[src/rtl/sh7604_divu_arb.sv]
// Two-master arbiter for the SH7604 DIVU window: a parked grant, locked from division start to result read.
// The owner path is combinational (zero latency); a non-owner in the window stalls until it is granted.
module sh7604_divu_arb #(
  parameter logic [31:0] BASE_ADDR = 32'hFFFFFF00,
  parameter logic [6:0]  LOCK_TO   = 7'd80
) (
  input  logic        CLK,
  input  logic        RST_N,
  input  logic        CE_R,
  input  logic        CE_F,
  input  logic        EN,
  input  logic        RES_N,
  input  logic [31:0] M0_A,
  input  logic [31:0] M0_DI,
  input  logic [3:0]  M0_BA,
  input  logic        M0_WE,
  input  logic        M0_REQ,
  output logic [31:0] M0_DO,
  output logic        M0_BUSY,
  input  logic [31:0] M1_A,
  input  logic [31:0] M1_DI,
  input  logic [3:0]  M1_BA,
  input  logic        M1_WE,
  input  logic        M1_REQ,
  output logic [31:0] M1_DO,
  output logic        M1_BUSY,
  output logic [31:0] S_A,
  output logic [31:0] S_DI,
  output logic [3:0]  S_BA,
  output logic        S_WE,
  output logic        S_REQ,
  input  logic [31:0] S_DO,
  input  logic        S_BUSY,
  output logic        OWNER,
  output logic        LOCKED
);

  logic        owner_q, owner_d;
  logic        locked_q, locked_d;
  logic [6:0]  cnt_q, cnt_d;

  logic        win0, win1, win_own, win_oth;
  logic [31:0] own_a, own_di;
  logic [3:0]  own_ba;
  logic        own_we;
  logic [2:0]  own_word;
  logic        lock_set, rel_rd, rel_to, tick;
  logic        unused_ce_f;

  assign unused_ce_f = CE_F;

  always_comb begin
    win0     = M0_REQ && (M0_A[31:5] == BASE_ADDR[31:5]);
    win1     = M1_REQ && (M1_A[31:5] == BASE_ADDR[31:5]);
    win_own  = owner_q ? win1 : win0;
    win_oth  = owner_q ? win0 : win1;
    own_a    = owner_q ? M1_A  : M0_A;
    own_di   = owner_q ? M1_DI : M0_DI;
    own_ba   = owner_q ? M1_BA : M0_BA;
    own_we   = owner_q ? M1_WE : M0_WE;
    own_word = own_a[4:2];
  end

  always_ff @(posedge CLK or negedge RST_N) begin
    if (!RST_N) begin
      owner_q  <= 1'b0;
      locked_q <= 1'b0;
      cnt_q    <= 7'd0;
    end else begin
      owner_q  <= owner_d;
      locked_q <= locked_d;
      cnt_q    <= cnt_d;
    end
  end

  // Release is resolved before the grant switch so a timed-out lock can hand over in the same cycle.
  always_comb begin
    owner_d  = owner_q;
    locked_d = locked_q;
    cnt_d    = cnt_q;
    lock_set = win_own && own_we && !S_BUSY && (own_word == 3'd1 || own_word == 3'd5);
    rel_rd   = win_own && !own_we && !S_BUSY &&
               (own_word == 3'd1 || own_word == 3'd5 || own_word == 3'd7);
    tick     = EN && locked_q;
    rel_to   = tick && (cnt_q == LOCK_TO - 7'd1);
    if (CE_R) begin
      if (!RES_N) begin
        owner_d  = 1'b0;
        locked_d = 1'b0;
        cnt_d    = 7'd0;
      end else begin
        if (tick && (cnt_q != LOCK_TO - 7'd1)) cnt_d = cnt_q + 7'd1;
        if (rel_rd || rel_to) locked_d = 1'b0;
        if (lock_set) begin
          locked_d = 1'b1;
          cnt_d    = 7'd0;
        end
        if (!locked_d && !win_own && win_oth) owner_d = ~owner_q;
      end
    end
  end

  // Outputs are forced quiet while the async reset is held, even if masters keep requesting.
  always_comb begin
    S_A     = RST_N ? own_a  : 32'd0;
    S_DI    = RST_N ? own_di : 32'd0;
    S_BA    = RST_N ? own_ba : 4'd0;
    S_WE    = RST_N && own_we;
    S_REQ   = RST_N && win_own;
    M0_DO   = (RST_N && !owner_q && win0) ? S_DO : 32'd0;
    M1_DO   = (RST_N &&  owner_q && win1) ? S_DO : 32'd0;
    M0_BUSY = RST_N && win0 && (owner_q || S_BUSY);
    M1_BUSY = RST_N && win1 && (!owner_q || S_BUSY);
    OWNER   = owner_q;
    LOCKED  = locked_q;
  end

endmodule

[config.mk]
export PLATFORM = sky130hd
export DESIGN_NAME = sh7604_divu_arb
export DESIGN_NICKNAME = d
export VERILOG_FILES = /design/src/rtl/sh7604_divu_arb.sv
export SDC_FILE = /design/constraint.sdc
export NUM_CORES = 1
export LEC_CHECK = 0
export ABC_AREA = 1
export BUFFER_PORTS_ARGS = -buffer_cell sky130_fd_sc_hd__buf_2
export CORE_AREA = 4 4 121 123
export CTS_BUF_LIST = sky130_fd_sc_hd__clkbuf_8 sky130_fd_sc_hd__clkbuf_16
export CTS_CLUSTER_DIAMETER = 200
export CTS_CLUSTER_SIZE = 28
export DETAILED_ROUTE_END_ITERATION = 8
export DIE_AREA = 0 0 125 127
export MAX_ROUTING_LAYER = met4
export SLEW_MARGIN = 20
export SYNTH_ARGS = -nofsm -noshare
export SYNTH_HDL_FRONTEND = slang
export SYNTH_SLANG_ARGS = --single-unit
[constraint.sdc]
create_clock -name CLK -period 4.15 [get_ports CLK]
set_input_delay 0.415 -clock CLK [delete_from_list [all_inputs] [get_ports CLK]]
set_output_delay 0.415 -clock CLK [all_outputs]
set_load 0.005 [all_outputs]
==> results of run 1 <==
==> sequential cells by signal, summed over array words and instances (netlist names) <==
| signal | flops |
|---|---|
| OWNER | 1 |
| cnt_q | 7 |
| LOCKED | 1 |
==> cell usage after synthesis, types with 4 or more instances <==
master      n
nor2_1    219
o21ai_0    67
nand2_1    65
inv_1      51
clkbuf_1   17
a21oi_1    10
dfrtp_1     9
buf_2       8
nand3_1     8
nand2_2     5
nor2_2      4
==> layout make-up <==
| class | count | area (sq um) |
|---|---|---|
| inverters | 53 | 199 |
| well taps | 180 | 225 |
| clock buffers | 3 | 75.1 |
| repair buffers | 318 | 1600 |
| fillers | 1634 | 9620 |
| multi-input cells | 399 | 1720 |
| clock inverters | 1 | 3.75 |
| flip-flops and latches | 9 | 226 |
==> worst max path at each step <==
stage                 to  slack, ps
3_5_place_dp    M1_DO[8]       1370
4_1_cts         M1_DO[8]       1360
2_1_floorplan  M0_DO[10]       2420
6_report        M1_DO[8]       1350
3_3_place_gp    M1_DO[8]       1320
5_1_grt         M1_DO[9]       1120
==> cell usage in the layout, fill, tap and decap left out, types with 2 or more instances in the layout <==
cell,netlist,final
nor3b_2,2,2
nand4_1,3,3
o21ai_0,67,67
nand2_2,5,5
and3_1,3,3
nand3_1,8,8
a21oi_1,10,10
nor2_2,4,4
nand2_1,65,65
clkbuf_16,0,3
buf_4,0,3
inv_1,51,52
o21a_1,2,2
dfrtp_1,9,8
nor2_1,219,219
inv_2,2,2
buf_2,8,315
==> metrics by stage <==
step | instance area, sq um | total power (uW)
6_report | 4050 | 463
5_1_grt | 4050 | 499
4_1_cts | 4050 | 471
3_5_place_dp | 3970 | 297
3_3_place_gp | 3970 | 296
2_1_floorplan | 2280 | 154
==> power groups by stage <==
stage          clock, uW  combinational (uW)  sequential, uW
3_5_place_dp           0                 208            89.4
3_3_place_gp           0                 207            89.4
6_report             168                 207            88.2
5_1_grt              180                 231            88.1
4_1_cts              173                 209            88.1
2_1_floorplan          0                64.9            89.4
==> critical path, delay by kind of cell <==
family,cells,cell delay (ps)
AND/OR/NAND/NOR,8,1630
buffers and inverters,3,320
==> layer usage <==
layer,GRT usage (%),part of all wire (%)
met5,-,0
met4,1.79,1.2
met3,2.80,7.5
met2,25.1,50
met1,17.0,42
==> kinds of logic (layout without fill, tap and decap cells) <==
logic type / after synthesis / after routing
AO/OA/AOI/OAI: 81 / 81
XOR/XNOR: 2 / 2
adder cells (fa/ha/maj): 1 / 1
buffers and inverters: 82 / 375
flip-flops: 9 / 9
AND/OR/NAND/NOR: 315 / 315
==> impl_metrics.prom, run 1 <==
# TYPE chip_impl_metric gauge
chip_impl_metric{name="timing.critical_path.required",unit="ps"} 3730
chip_impl_metric{name="synth-simple-area-share",unit="%"} 56.0
chip_impl_metric{name="largest_net_degree_at_the_start_of_global_routing",unit=""} 75
chip_impl_metric{name="sequentialPowerShare",unit="%"} 19.0
chip_impl_metric{name="synth-async-reset-ratio",unit="%"} 100
chip_impl_metric{name="synth.cell_area",unit="sq mm"} 0.00228
chip_impl_metric{name="portBuffers",unit=""} 315
chip_impl_info{name="regToRegEndpoint",value="cnt_q[4]"} 1
chip_impl_info{name="status",value="complete, no violations"} 1
chip_impl_metric{name="power.density",unit="mW/mm^2"} 114
chip_impl_metric{name="post-dp-hpwl",unit="microns"} 10600
chip_impl_info{name="cts_tree",value="built"} 1
chip_impl_info{name="ys_top_cells_by_area",value="nor2_1 36%, o21ai_0 15%, nand2_1 11%, dfrtp_1 9.9%, inv_1 8.4%"} 1
chip_impl_info{name="critical_path_endpoint_category",value="primary output"} 1
chip_impl_metric{name="pin_count",unit=""} 317
chip_impl_metric{name="post_route_cells_drive_above_1_share",unit="%"} 43.3
chip_impl_info{name="clk_root_buffer_cell",value="clkbuf_16"} 1
chip_impl_metric{name="synth_sequential_area_ratio",unit="%"} 9.90
chip_impl_info{name="synth_largest_area_cell",value="nor2_1"} 1
chip_impl_metric{name="whs",unit="ps"} 321
chip_impl_metric{name="synthToLayoutAreaGrowth",unit="%"} 77.8
chip_impl_metric{name="r2r.worst_path.cells",unit=""} 8
chip_impl_metric{name="totalWireLength",unit="microns"} 12600
chip_impl_info{name="crit_path_start_kind",value="input pin"} 1
chip_impl_info{name="holdCritPathClass",value="input pin to async pin"} 1
chip_impl_metric{name="postCtsHoldBufs",unit=""} 0
chip_impl_metric{name="rrSetupSlack",unit="ps"} 1960
chip_impl_metric{name="grt_first_pass_wirelength",unit="microns"} 18100
chip_impl_metric{name="synth_xor_area_share",unit="%"} 0.770
chip_impl_metric{name="power.share.combinational",unit="%"} 44.7
chip_impl_metric{name="ctsResizeCount",unit=""} 0
chip_impl_info{name="synth_top_family_by_area",value="simple AND/OR/NAND/NOR gates"} 1
chip_impl_metric{name="floorplan.die.height",unit="microns"} 127
chip_impl_metric{name="switching_share",unit="%"} 31.2
chip_impl_metric{name="power_leakage",unit="uW"} 0.00267
chip_impl_metric{name="clk_pin_slew_worst_paths",unit="ps"} 40
chip_impl_metric{name="num_antenna_cells",unit=""} 0
chip_impl_metric{name="ys_seq_elements",unit=""} 9
chip_impl_metric{name="grt_overflow_total",unit=""} 0
chip_impl_metric{name="cts_num_sinks",unit=""} 9
chip_impl_metric{name="postSynthAreaPerCell",unit="sq um"} 4.64
chip_impl_metric{name="initial_antenna_violation_count",unit=""} 1
chip_impl_metric{name="core_area",unit="sq mm"} 0.0137
chip_impl_metric{name="viasPerCell",unit=""} 4.14
chip_impl_metric{name="design.die.area",unit="sq mm"} 0.0159
chip_impl_metric{name="first_iter_violations",unit=""} 211
chip_impl_metric{name="grt.total_usage",unit="%"} 14.1
chip_impl_metric{name="synth_fa_ha_area_share",unit="%"} 0.550
chip_impl_metric{name="synth_enable_flop_cells",unit=""} 0
chip_impl_info{name="grt_setup_unrepaired",value="no"} 1
chip_impl_metric{name="power_report.internal_total",unit="uW"} 318
chip_impl_metric{name="routed_wire_length_per_instance",unit="microns"} 13.1
chip_impl_metric{name="syn-num-nets",unit=""} 670
chip_impl_metric{name="place_ws",unit="ps"} 1370
chip_impl_metric{name="insertion_delay",unit="ps"} 230
chip_impl_metric{name="yosys.cell_types.count",unit=""} 29
chip_impl_metric{name="drt.antenna.violating_nets",unit=""} 0
chip_impl_metric{name="ctsLongestPathBuffers",unit=""} 2
chip_impl_metric{name="cts_setup_buffers",unit=""} 0
chip_impl_metric{name="initial_core_util",unit="%"} 16.7
chip_impl_metric{name="timing.slew.headroom",unit="%"} 26.3
chip_impl_metric{name="post-route-min-period",unit="ps"} 2800
chip_impl_metric{name="final_cell_count_no_fill",unit=""} 963
chip_impl_metric{name="worst_slew_pin_slew",unit="ps"} 1100
chip_impl_info{name="criticalPathCategory",value="input pin to primary output"} 1
chip_impl_metric{name="synthesis.instances",unit=""} 490
chip_impl_metric{name="fp-row-count",unit=""} 43
chip_impl_metric{name="layout.nets",unit=""} 964
chip_impl_metric{name="finalMaxSlewViolations",unit=""} 0
chip_impl_metric{name="synth_warnings",unit=""} 0
chip_impl_info{name="worst_path_max_delay_cell",value="nand2_1"} 1
chip_impl_metric{name="chipWidth",unit="microns"} 125
chip_impl_metric{name="remaining_drc_errors",unit=""} 0
chip_impl_metric{name="cpPeakStageDelay",unit="ps"} 630
chip_impl_metric{name="first_global_vias",unit=""} 3463
chip_impl_metric{name="synth_largest_type_area_fraction",unit="%"} 36.1
chip_impl_metric{name="layout_worst_path_cycle_share",unit="%"} 67.4
chip_impl_metric{name="ctsHtreeMaxLevel",unit=""} 1
chip_impl_metric{name="timing_hold_violations_final",unit=""} 0
chip_impl_metric{name="fmax",unit="MHz"} 357
chip_impl_metric{name="setup_tns",unit="ps"} 0
chip_impl_metric{name="vias",unit=""} 3984
chip_impl_metric{name="clock_power_share",unit="%"} 36.3
chip_impl_metric{name="cts_buffer_count",unit=""} 3
chip_impl_metric{name="detailedRoute.firstPassIterationCount",unit=""} 4
chip_impl_metric{name="setup_viol",unit=""} 0
chip_impl_info{name="dominantRegCellSynth",value="dfrtp_1"} 1
chip_impl_metric{name="synth_compound_area_share",unit="%"} 18.2
chip_impl_metric{name="critPathArrivalTime",unit="ps"} 2380
chip_impl_metric{name="p_sw",unit="uW"} 145
chip_impl_metric{name="max-cap-violations",unit=""} 0
chip_impl_metric{name="setup_ws",unit="ps"} 1350
chip_impl_metric{name="post-place-cells",unit=""} 959
chip_impl_metric{name="multiplexer_fraction_of_the_synthesized_cell_area",unit="%"} 0
chip_impl_metric{name="final.setup_skew",unit="ps"} 3.98
chip_impl_metric{name="vdd_ir_drop_max",unit="mV"} 0.193
chip_impl_info{name="crit_path_start",value="M1_A[7]"} 1
chip_impl_metric{name="critical_path_peak_fanout",unit=""} 32
chip_impl_metric{name="finalCoreUtilization",unit="%"} 29.6
chip_impl_metric{name="finalWeightedCongestion",unit=""} 0.875
chip_impl_info{name="r2r-start",value="OWNER"} 1
chip_impl_info{name="worstPathCellList",value="buf_2, inv_1, nand2_1, nor2_1, nand2_1, nor2_1, nand2_1, nor2_1, nand2_1, nor2_1, buf_2"} 1
Power figures use the tool's default switching activity.
==> inputs of run 2 (changes only) <==
- clock period: 4.15 -> 2.7 ns (I/O delays scaled with it)
==> run 2 against run 1 <==
Against the previous run: power is 55% higher; via count down 0.20%; die area unchanged; wire length is 2.2% higher; largest power group unchanged; combinational power rose by 55%; register-to-register slack worse by 1200 ps; sequential share of layout area is 0.072 points lower; critical path depth shrank 6; final area up 1.3%; worst setup slack worse by 760 ps.
==> impl_metrics.prom, run 2 (synthesis gave the netlist of run 1 again) <==
# TYPE chip_impl_metric gauge
chip_impl_metric{name="remaining_drc_errors",unit=""} 0
chip_impl_metric{name="finalWeightedCongestion",unit=""} 0.920
chip_impl_metric{name="first_iter_violations",unit=""} 241
chip_impl_metric{name="cts_buffer_count",unit=""} 3
chip_impl_metric{name="ctsHtreeMaxLevel",unit=""} 1
chip_impl_info{name="cts_tree",value="built"} 1
chip_impl_metric{name="setup_tns",unit="ps"} 0
chip_impl_metric{name="chipWidth",unit="microns"} 125
chip_impl_metric{name="clock_power_share",unit="%"} 36.5
chip_impl_metric{name="drt.antenna.violating_nets",unit=""} 0
chip_impl_metric{name="design_area",unit="sq mm"} 0.00410
chip_impl_metric{name="largest_net_degree_at_the_start_of_global_routing",unit=""} 53
chip_impl_metric{name="timing.critical_path.required",unit="ps"} 2430
chip_impl_metric{name="switching_share",unit="%"} 31.7
chip_impl_metric{name="postCtsHoldBufs",unit=""} 0
chip_impl_metric{name="grt_overflow_total",unit=""} 0
chip_impl_metric{name="sequentialPowerShare",unit="%"} 18.9
chip_impl_metric{name="max-cap-violations",unit=""} 0
chip_impl_info{name="criticalPathCategory",value="flop to primary output"} 1
chip_impl_metric{name="layout.nets",unit=""} 969
chip_impl_metric{name="viasPerCell",unit=""} 4.10
chip_impl_metric{name="worst_slew_pin_slew",unit="ps"} 555
chip_impl_metric{name="layout_worst_path_cycle_share",unit="%"} 78.3
chip_impl_metric{name="initial_antenna_violation_count",unit=""} 1
chip_impl_metric{name="grt_first_pass_wirelength",unit="microns"} 18800
chip_impl_metric{name="routed_wire_length_per_instance",unit="microns"} 13.3
chip_impl_metric{name="routed-wl-met2",unit="microns"} 6530
chip_impl_metric{name="detailedRoute.firstPassIterationCount",unit=""} 4
chip_impl_metric{name="setup_viol",unit=""} 0
chip_impl_metric{name="vdd_ir_drop_max",unit="mV"} 0.302
chip_impl_metric{name="largest_reg_flops",unit=""} 7
chip_impl_metric{name="grt.total_usage",unit="%"} 14.7
chip_impl_metric{name="totalWireLength",unit="microns"} 12900
chip_impl_metric{name="met3WireLength",unit="microns"} 968
chip_impl_metric{name="design.die.area",unit="sq mm"} 0.0159
chip_impl_metric{name="portBuffers",unit=""} 315
chip_impl_info{name="grt_setup_unrepaired",value="no"} 1
chip_impl_metric{name="cts_num_sinks",unit=""} 9
chip_impl_metric{name="cts_setup_buffers",unit=""} 0
chip_impl_info{name="route.top_layer_used",value="met4"} 1
chip_impl_metric{name="postPlaceCellArea",unit="sq mm"} 0.00402
chip_impl_info{name="critical_path_endpoint_category",value="primary output"} 1
chip_impl_metric{name="core_area",unit="sq mm"} 0.0137
chip_impl_info{name="status",value="complete, no violations"} 1
chip_impl_metric{name="first_global_vias",unit=""} 3577
chip_impl_info{name="holdCritPathClass",value="input pin to async pin"} 1
chip_impl_metric{name="finalCoreUtilization",unit="%"} 30.0
chip_impl_metric{name="post-dp-hpwl",unit="microns"} 11000
chip_impl_metric{name="timing_hold_violations_final",unit=""} 0
chip_impl_metric{name="wl_met1",unit="microns"} 5340
chip_impl_metric{name="post_route_cells_drive_above_1_share",unit="%"} 43.7
chip_impl_info{name="top_library_cells_by_usage_in_the_layout_fill_and_taps_aside",value="315 x buf_2, 219 x nor2_1, 67 x o21ai_0"} 1
chip_impl_metric{name="power_leakage",unit="uW"} 0.00270
chip_impl_metric{name="insertion_delay",unit="ps"} 230
chip_impl_metric{name="post-route-min-period",unit="ps"} 2110
chip_impl_metric{name="finalMaxSlewViolations",unit=""} 0
chip_impl_metric{name="critPathArrivalTime",unit="ps"} 1840
chip_impl_metric{name="synthToLayoutAreaGrowth",unit="%"} 80.1
chip_impl_metric{name="ctsLongestPathBuffers",unit=""} 2
chip_impl_metric{name="floorplan.die.height",unit="microns"} 127
chip_impl_metric{name="clk_pin_slew_worst_paths",unit="ps"} 40
chip_impl_metric{name="vias",unit=""} 3976
chip_impl_metric{name="ctsResizeCount",unit=""} 0
chip_impl_metric{name="fp-row-count",unit=""} 43
chip_impl_metric{name="critical_path_peak_fanout",unit=""} 49
chip_impl_info{name="crit_path_start_kind",value="flop"} 1
chip_impl_metric{name="p_sw",unit="uW"} 227
chip_impl_info{name="layout.cells.most_common",value="buf_2"} 1
chip_impl_metric{name="fmax",unit="MHz"} 473
chip_impl_metric{name="pin_count",unit=""} 317
chip_impl_metric{name="power.share.combinational",unit="%"} 44.6
chip_impl_info{name="clk_root_buffer_cell",value="clkbuf_16"} 1
chip_impl_metric{name="timing.slew.headroom",unit="%"} 62.9
chip_impl_metric{name="power.density",unit="mW/mm^2"} 175
chip_impl_metric{name="power_report.internal_total",unit="uW"} 491
chip_impl_metric{name="initial_core_util",unit="%"} 16.7
chip_impl_metric{name="final.setup_skew",unit="ps"} 0.562
chip_impl_info{name="regMostFlops",value="cnt_q"} 1
-- run 2: changes by cell type in the layout (fill, tap and decap cells not counted), sizes merged --
cell / before / now
buf: 318 / 323
diode: 0 / 1
-- run 2: final timing paths --
path / start / end / slack, ps / cells past startpoint
min in group CLK: RES_N / LOCKED / 320 / 3
setup / recovery: OWNER / S_DI[1] / 590 / 5
setup reg to reg: OWNER / cnt_q[6] / 740 / 8
hold reg to reg: cnt_q[1] / cnt_q[1] / 580 / 2
hold / removal: RST_N / cnt_q[0] / 30 / 2
max in group asynchronous: RST_N / OWNER / 2240 / 2
-- run 2: critical path: stages, from the launching register on --
cell     delay, ps
dfrtp_2        350
buf_4          270
buf_4          440
o21ai_0        160
nor2_1         190
buf_2          150
-- run 2: cell type report --
type / instances / area (sq um)
Multi-Input combinational cell: 399 / 1720
Inverter: 53 / 199
Sequential cell: 9 / 226
Timing Repair Buffer: 323 / 1650
Antenna cell: 1 / 2.50
Clock inverter: 1 / 3.75
Tap cell: 180 / 225
Fill cell: 1605 / 9570
Clock buffer: 3 / 75.1
-- run 2: metal layers --
layer  vias up  GRT usage (%)
li1       2095              -
met1      1694           18.3
met2       181           26.2
met3         6           2.17
met4         0           1.34
met5         -              -
-- run 2: metrics by stage --
step / setup WS, ps / total power, uW / instances / hold slack [ps]
finish: 586 / 718 / 969 / 34.4
global placement: 603 / 457 / 964 / 285
CTS: 598 / 726 / 968 / 26.8
floorplan: 1200 / 237 / 490 / -25.6
detailed placement: 602 / 458 / 964 / 278
global route: 437 / 770 / 969 / 60.2
-- run 2: power by group through the flow --
stage	sequential, uW	combinational [uW]	clock, uW
after floorplan	137	99.8	0
after CTS	135	322	269
after global routing	135	360	275
after global placement	137	320	0
after detailed placement	137	321	0
final	135	320	262
